--- config.mk ---
export PLATFORM = sky130hd
export DESIGN_NAME = step_scheduler
export DESIGN_NICKNAME = d
export VERILOG_FILES = /design/src/rtl/step_scheduler_pkg.sv /design/src/rtl/step_scheduler_rr_pick2.sv /design/src/rtl/step_scheduler.sv
export SDC_FILE = /design/constraint.sdc
export NUM_CORES = 1
export LEC_CHECK = 0
export BUFFER_PORTS_ARGS = -buffer_cell sky130_fd_sc_hd__buf_2
export CELL_PAD_IN_SITES_DETAIL_PLACEMENT = 1
export CELL_PAD_IN_SITES_GLOBAL_PLACEMENT = 2
export CORE_ASPECT_RATIO = 0.6
export CORE_MARGIN = 5
export CORE_UTILIZATION = 30
export CTS_BUF_LIST = sky130_fd_sc_hd__clkbuf_8
export CTS_CLUSTER_SIZE = 25
export DETAILED_ROUTE_END_ITERATION = 10
export GPL_TIMING_DRIVEN = 0
export PLACE_DENSITY = 0.86
export SLEW_MARGIN = 20
export SYNTH_ARGS = -nofsm -noshare
export SYNTH_HDL_FRONTEND = slang
export SYNTH_SLANG_ARGS = --single-unit
--- constraint.sdc ---
create_clock -name Clock -period 1.8 [get_ports Clock]
set_clock_uncertainty 0.1 [all_clocks]
set_input_delay 0.27 -clock Clock [delete_from_list [all_inputs] [get_ports Clock]]
set_output_delay 0.27 -clock Clock [all_outputs]
set_load 0.05 [all_outputs]
--- src/rtl/step_scheduler_pkg.sv ---
// Shared encodings for the step scheduler and its round-robin picker.
package step_scheduler_pkg;

  // Command in force during the current slot.
  typedef enum logic [1:0] {
    ST_IDLE = 2'd0,
    ST_MAN  = 2'd1,
    ST_AUTO = 2'd2
  } state_t;

  // Which requester won the most recent grant.
  typedef enum logic {
    GR_MAN  = 1'b0,
    GR_AUTO = 1'b1
  } grant_t;

  localparam logic DIR_UP = 1'b1;

endpackage

--- src/rtl/step_scheduler_rr_pick2.sv ---
// Combinational two-requester round-robin picker. On a conflict the
// requester that did not win last time gets the grant.
module rr_pick2
  import step_scheduler_pkg::*;
(
  input  logic i_req_man,
  input  logic i_req_auto,
  input  logic i_last_grant,
  output logic o_gnt_man,
  output logic o_gnt_auto
);

  // Pick at most one requester; conflicts alternate.
  always_comb begin
    o_gnt_man  = 1'b0;
    o_gnt_auto = 1'b0;
    if (i_req_man && i_req_auto) begin
      if (grant_t'(i_last_grant) == GR_AUTO) o_gnt_man  = 1'b1;
      else                                   o_gnt_auto = 1'b1;
    end else if (i_req_man) begin
      o_gnt_man = 1'b1;
    end else if (i_req_auto) begin
      o_gnt_auto = 1'b1;
    end
  end

endmodule

--- src/rtl/step_scheduler.sv ---
// Step scheduler: arbitrates a manual single-step requester and a burst
// requester onto the counter's Up/Down lines, one command per Tick slot.
// Up and Down are never driven high together.
module step_scheduler
  import step_scheduler_pkg::*;
#(
  parameter int BURST_W = 4
) (
  input  logic               Clock,
  input  logic               Reset,
  input  logic               Tick,
  input  logic               ManReq,
  input  logic               ManDir,
  output logic               ManAck,
  input  logic               AutoReq,
  input  logic               AutoDir,
  input  logic [BURST_W-1:0] AutoCount,
  input  logic               AutoAbort,
  output logic               AutoAck,
  output logic               AutoBusy,
  output logic               AutoDone,
  output logic               Up,
  output logic               Down
);

  state_t               r_state, w_state;
  grant_t               r_last, w_last;
  logic                 r_dir, w_dir;
  logic [BURST_W-1:0]   r_remaining, w_remaining;
  logic                 r_up, w_up;
  logic                 r_down, w_down;
  logic                 r_busy, w_busy;
  logic                 r_man_ack, w_man_ack;
  logic                 r_auto_ack, w_auto_ack;
  logic                 r_auto_done, w_auto_done;
  logic                 w_arb;
  logic                 w_gnt_man, w_gnt_auto;

  // Arbitration is open unless a burst still has steps left and no abort.
  assign w_arb = (r_state != ST_AUTO) || (r_remaining == '0) || AutoAbort;

  rr_pick2 u_pick (
    .i_req_man    (ManReq),
    .i_req_auto   (AutoReq),
    .i_last_grant (r_last),
    .o_gnt_man    (w_gnt_man),
    .o_gnt_auto   (w_gnt_auto)
  );

  // Next slot's command, state and handshake pulses.
  always_comb begin
    w_state     = r_state;
    w_last      = r_last;
    w_dir       = r_dir;
    w_remaining = r_remaining;
    w_up        = r_up;
    w_down      = r_down;
    w_busy      = r_busy;
    w_man_ack   = 1'b0;
    w_auto_ack  = 1'b0;
    w_auto_done = 1'b0;

    // Any slot boundary that reopens arbitration from AUTO ends the burst.
    if (r_state == ST_AUTO && w_arb) w_auto_done = 1'b1;

    if (w_arb) begin
      if (w_gnt_man) begin
        w_state   = ST_MAN;
        w_up      = (ManDir == DIR_UP);
        w_down    = (ManDir != DIR_UP);
        w_man_ack = 1'b1;
        w_last    = GR_MAN;
        w_busy    = 1'b0;
      end else if (w_gnt_auto) begin
        w_state    = ST_AUTO;
        w_busy     = 1'b1;
        w_auto_ack = 1'b1;
        w_last     = GR_AUTO;
        w_dir      = AutoDir;
        if (AutoCount != '0) begin
          w_up        = (AutoDir == DIR_UP);
          w_down      = (AutoDir != DIR_UP);
          w_remaining = AutoCount - 1'b1;
        end else begin
          // Zero-length burst still owns one empty slot.
          w_up        = 1'b0;
          w_down      = 1'b0;
          w_remaining = '0;
        end
      end else begin
        w_state = ST_IDLE;
        w_up    = 1'b0;
        w_down  = 1'b0;
        w_busy  = 1'b0;
      end
    end else begin
      // Burst continues in the direction latched at grant.
      w_up        = (r_dir == DIR_UP);
      w_down      = (r_dir != DIR_UP);
      w_remaining = r_remaining - 1'b1;
    end
  end

  // State and slot command advance only on Tick edges.
  always_ff @(posedge Clock or posedge Reset) begin
    if (Reset) begin
      r_state     <= ST_IDLE;
      r_last      <= GR_AUTO;
      r_dir       <= 1'b0;
      r_remaining <= '0;
      r_up        <= 1'b0;
      r_down      <= 1'b0;
      r_busy      <= 1'b0;
    end else if (Tick) begin
      r_state     <= w_state;
      r_last      <= w_last;
      r_dir       <= w_dir;
      r_remaining <= w_remaining;
      r_up        <= w_up;
      r_down      <= w_down;
      r_busy      <= w_busy;
    end
  end

  // Handshake pulses: set on a Tick edge, cleared on the next Clock edge.
  always_ff @(posedge Clock or posedge Reset) begin
    if (Reset) begin
      r_man_ack   <= 1'b0;
      r_auto_ack  <= 1'b0;
      r_auto_done <= 1'b0;
    end else begin
      r_man_ack   <= Tick & w_man_ack;
      r_auto_ack  <= Tick & w_auto_ack;
      r_auto_done <= Tick & w_auto_done;
    end
  end

  assign Up       = r_up;
  assign Down     = r_down;
  assign AutoBusy = r_busy;
  assign ManAck   = r_man_ack;
  assign AutoAck  = r_auto_ack;
  assign AutoDone = r_auto_done;

endmodule

## Word level (Yosys, flattened, before mapping)

Cells that the tools add are included.

- Bits in latches: 0
- Output and inout port bits: 6
- Memories kept: 0
- Logic and storage cells: 63
- Input bits: 12
- ROM bits: 0
- Bits in registers: 14
- Bits in writable memories: 0

- Bitwise operators: 7
- Magnitude comparators: 0
- Muxes and demuxes: 29
- Div/mod/pow operators: 0
- $mul: 0
- Shifts and indexed selects: 0
- Reduce and logical (&&, ||, !) cells: 11
- Add/subtract/negate cells: 2
- Equality and inequality tests: 4

Operator list:

| operator | count |
|---|---|
| 1-bit two-way mux | 23 |
| 4-bit two-way mux | 4 |
| 4-bit by 1-bit subtractor with 4-bit output, second input constant | 2 |
| 3-bit AND reduction | 2 |
| 4-bit zero test | 1 |
| 2-bit two-way mux | 2 |
| 2-bit != test, second input constant | 2 |
| 1-bit NOT | 4 |
| 4-bit AND reduction | 1 |
| 4-bit nonzero test | 1 |
| 1-bit AND | 3 |
| 2-bit == test, second input constant | 1 |
| 1-bit logical AND | 2 |
| 1-bit logical OR | 2 |
| 2-bit by 1-bit != test with 1-bit output, second input constant | 1 |
| 2-bit AND reduction | 1 |
| 2-bit nonzero test | 1 |

## Logic depth before layout (Yosys ltp)

- Depth after elaboration: 7
- Depth in mapped cells: 7
- Mapped depth without buffers: 6

## By module

Synthesis repeated with hierarchy kept, for this count alone.

- Cells, all modules: 74
- Area total of the unflattened synthesis: 711.9 um^2

Modules (own cells, without submodules):

| module | sequential area each (um^2) | cells an instance | times used | area each (um^2) |
|---|---|---|---|---|
| step_scheduler | 326.6 | 71 | 1 | 693.2 |
| rr_pick2 | 0.0 | 3 | 1 | 18.8 |

## Worst setup path before layout

No wires, ideal clock.

- Kind: register to register
- Start point: register r_state[1]
- End point: register r_dir
- Path buffers: 1
- Cell stages (with the launch flop): 6
- Data required time: 1.573 ns
- Data arrival time: 1.653 ns
- Library setup time: 0.127 ns
- Period minus slack after synthesis: 1.881 ns
- Setup slack: -0.081 ns
- Path through: dfrtp_1 > nand2b_1 > or3_1 > buf_6 > nand3_2 > mux2_1

- Word-level cells in the longest chain between the ends: 4

Ends and longest elaborated chain:

| what | RTL line | source |
|---|---|---|
| start, declared | step_scheduler.sv:26 | `state_t r_state, w_state;` |
| start signal, assigned | step_scheduler.sv:115 | `r_state <= w_state;` |
| 2-bit != test | step_scheduler.sv:40 | `assign w_arb = (r_state != ST_AUTO) \|\| (r_remaining == '0) \|\| AutoAbort;` |
| 1-bit logical OR (2 in a row) | step_scheduler.sv:40 |  |
| 4-bit AND reduction (no source line) | - |  |
| end signal, assigned | step_scheduler.sv:117 | `r_dir <= w_dir;` |
| end, declared | step_scheduler.sv:28 | `logic r_dir, w_dir;` |

No other way between the ends.
A chain may end at the register's enable or synchronous reset.

## Final worst setup path

- Start point: register r_remaining[1]
- End point: register r_dir

- Word-level cells in the longest chain between the ends: 4

Ends and longest elaborated chain:

| what | RTL line | source |
|---|---|---|
| start, declared | step_scheduler.sv:29 | `logic [BURST_W-1:0] r_remaining, w_remaining;` |
| start signal, assigned | step_scheduler.sv:118 | `r_remaining <= w_remaining;` |
| 4-bit zero test | step_scheduler.sv:40 |  |
| 1-bit logical OR (2 in a row) | step_scheduler.sv:40 |  |
| 4-bit AND reduction (no source line) | - |  |

No other way between the ends.

==> out/qor.yml <==
cts_sinks: 13
cp-end-kind: "flop"
synthFlopType: "dfrtp_1"
detail_route.wl_per_cell_um: 16.06
area_growth_pct: 43.43
place_ws_ns: -0.1336
hold_violations: 0
grt_usage_pct: 12.63
ir_worst_vdd_v: 0.0006374
drv_cap: 0
status: "finished, violations left"
hp-class: "in2reg"
antenna_found_initial: 0
cts.path.max_buffers: 2
numPortBuffers: 17
rows: 14
placed_area_um2: 908.4
relSlewSlack_pct: 63.20
core_um2: 2452
cts_root_buffer: "clkbuf_8"
grt_pass1_wl_mm: 3.387
drt_wl_total_mm: 2.216
crit_path_max_fanout: 5
synth_area_leaders: "dfrtp_1 (40%), inv_1 (4.5%), dfstp_2 (3.5%), o21ai_0 (2.0%), o21ai_1 (2.0%)"
met3WireLength_um: 135
power_leakage_nw: 0.5049
yosysTopAreaCell: "dfrtp_1"
tritoncts: "done"
synthArstFlopShare_pct: 100.0
via_per_inst: 4.913
diodes: 0
fp.dieH_um: 48.78
drtIter0Drc: 22
synth_top_area_share_pct: 39.93
drt_pass1_iterations: 4
synth_seq_cells: 13
clkLatencyLatePin_ns: 0.25
syn_inst: 75
worst_slew_pin_slew_ns: 0.5520
io_pins: 18
cts-htree-levels: 1
via_count: 678
ys_types: 42
violations: "negative setup slack"
gp_congestion: 0.7144
wl_met1_mm: 1.072
p_per_area_nw_per_um2: 1256
ys_seq_area_share_pct: 43.43
tns_ns: -0.06883
die_w_um: 74.64
finalWorstSetupSlack_ns: -0.04472
final_antenna_net_count: 0
start_util_pct: 30.66
path_class: "reg2reg"
grt-ovfl-total: 0
path_clk_slew_ns: 0.06
synth_fp_nets: 88
critPathRequiredTime_ns: 1.84
die_area_um2: 3641
synth_edf_count: 0
cp-start-kind: "flop"
worstPathArrival_ns: 1.88
nNetsFinal: 120
layout-drive-gt1-share_pct: 46.23
dr_wl_met2_um: 990
slew_violations: 0
hpwlAfterDp_mm: 1.587
avgSynthCellArea_um2: 10.03
min_period_ns: 1.845
drc: 0
syn-cell-area_um2: 752.0
yosys_warnings: 0
period_share_pct: 102.5
finalSetupViolations: 3
final_cell_area_um2: 1079
yosysMostFrequentCell: "dfrtp_1"
grt_max_degree: 14
top_layer: "met4"
rsz0062_at_grt: "true"
fmax_mhz: 542.1
synth.top_cells.by_count: "dfrtp_1 (12), inv_1 (9), nand2_1 (4)"
grt_pass1_vias: 676
cts_buffers: 3
[stage by stage]
stage / hold WS, ns / cells / total power [mW] / utilization (%)
finish: 0.2040 / 138 / 1.354 / 43.98
global route: 0.1980 / 138 / 1.449 / 43.98
CTS: 0.1978 / 135 / 1.286 / 41.79
detailed placement: 0.2279 / 124 / 0.9388 / 37.04
global placement: 0.2274 / 124 / 0.8972 / 37.04
floorplan: 0.04618 / 75 / 0.7916 / -
[registers in the layout, indices dropped and copies added (netlist names)]
| signal | cells |
|---|---|
| Down | 1 |
| Up | 1 |
| AutoDone | 1 |
| r_dir | 1 |
| r_state | 2 |
| r_remaining | 4 |
| r_last | 1 |
| ManAck | 1 |
| AutoAck | 1 |
[metal layers]
layer	up-vias	GRT usage, %
met4	0	3.550
li1	340	-
met3	3	5.556
met2	14	16.76
met5	-	0
met1	321	18.24
[cells in the final DEF (no fill, tap or decap), types with 2 or more instances in the layout]
| cell type | instances |
|---|---|
| nor3_1 | 2 |
| nor2_1 | 3 |
| inv_1 | 8 |
| clkbuf_8 | 3 |
| nand2_1 | 4 |
| o31ai_1 | 2 |
| o22ai_1 | 2 |
| buf_2 | 17 |
| nand3_1 | 2 |
| buf_4 | 8 |
| inv_2 | 2 |
| nand2b_1 | 2 |
| o21ai_0 | 3 |
| o21ai_2 | 2 |
| dfrtp_1 | 11 |
[worst max-delay path: stages (launching register included)]
cell,delay [ns]
dfrtp_1,0.37
inv_2,0.06
ha_4,0.16
nor3b_4,0.16
or3_4,0.45
nand3_4,0.12
mux2_4,0.30
[power breakdown]
group          internal, mW  leakage, nW  total, mW  switching (mW)
clock                 0.151       0.0269      0.267           0.116
combinational         0.313        0.317      0.637           0.324
sequential            0.377        0.161      0.451          0.0734
total                 0.841        0.505       1.35           0.513
[final timing paths]
| check | from | endpoint | slack [ns] | depth (start not counted) |
|---|---|---|---|---|
| worst max register to register | r_remaining[1] | r_dir | -0.04 | 6 |
| max in group asynchronous | Reset | r_state[1] | 0.72 | 3 |
| worst min-delay path | AutoDir | r_dir | 0.20 | 2 |
| worst max-delay path | r_remaining[1] | r_dir | -0.04 | 6 |
| worst min register to register | r_state[1] | r_state[1] | 0.43 | 1 |
| min in group asynchronous | Reset | r_remaining[0] | 0.50 | 3 |
[cells by family (layout without fill, tap and decap cells)]
family	Yosys count	after routing	share of synthesized area, %
AOI/OAI and AO/OA	22	22	22.63
adders and majority gates	1	1	1.664
buffers and inverters	11	42	6.488
DFF	13	13	43.43
muxes	2	2	2.829
and+or+nand+nor	26	26	22.96
[layout make-up]
cell class	instances	area, um2
Sequential cell	13	327.8
Clock inverter	1	3.754
Multi-Input combinational cell	51	441.7
Timing Repair Buffer	28	186.4
Tap cell	32	40.04
Inverter	9	33.78
Fill cell	273	1374
Clock buffer	3	41.29
Buffer	1	3.754
[timing repair]
action                     CTS  global route
setup buffers                6             4
hold endpoints to repair    12             0
pin swaps                    5             5
setup endpoints to repair    7            10
hold buffers                 1             0
gates cloned                 0             0
gates resized for setup      1             7
Power figures use the tool's default switching activity.
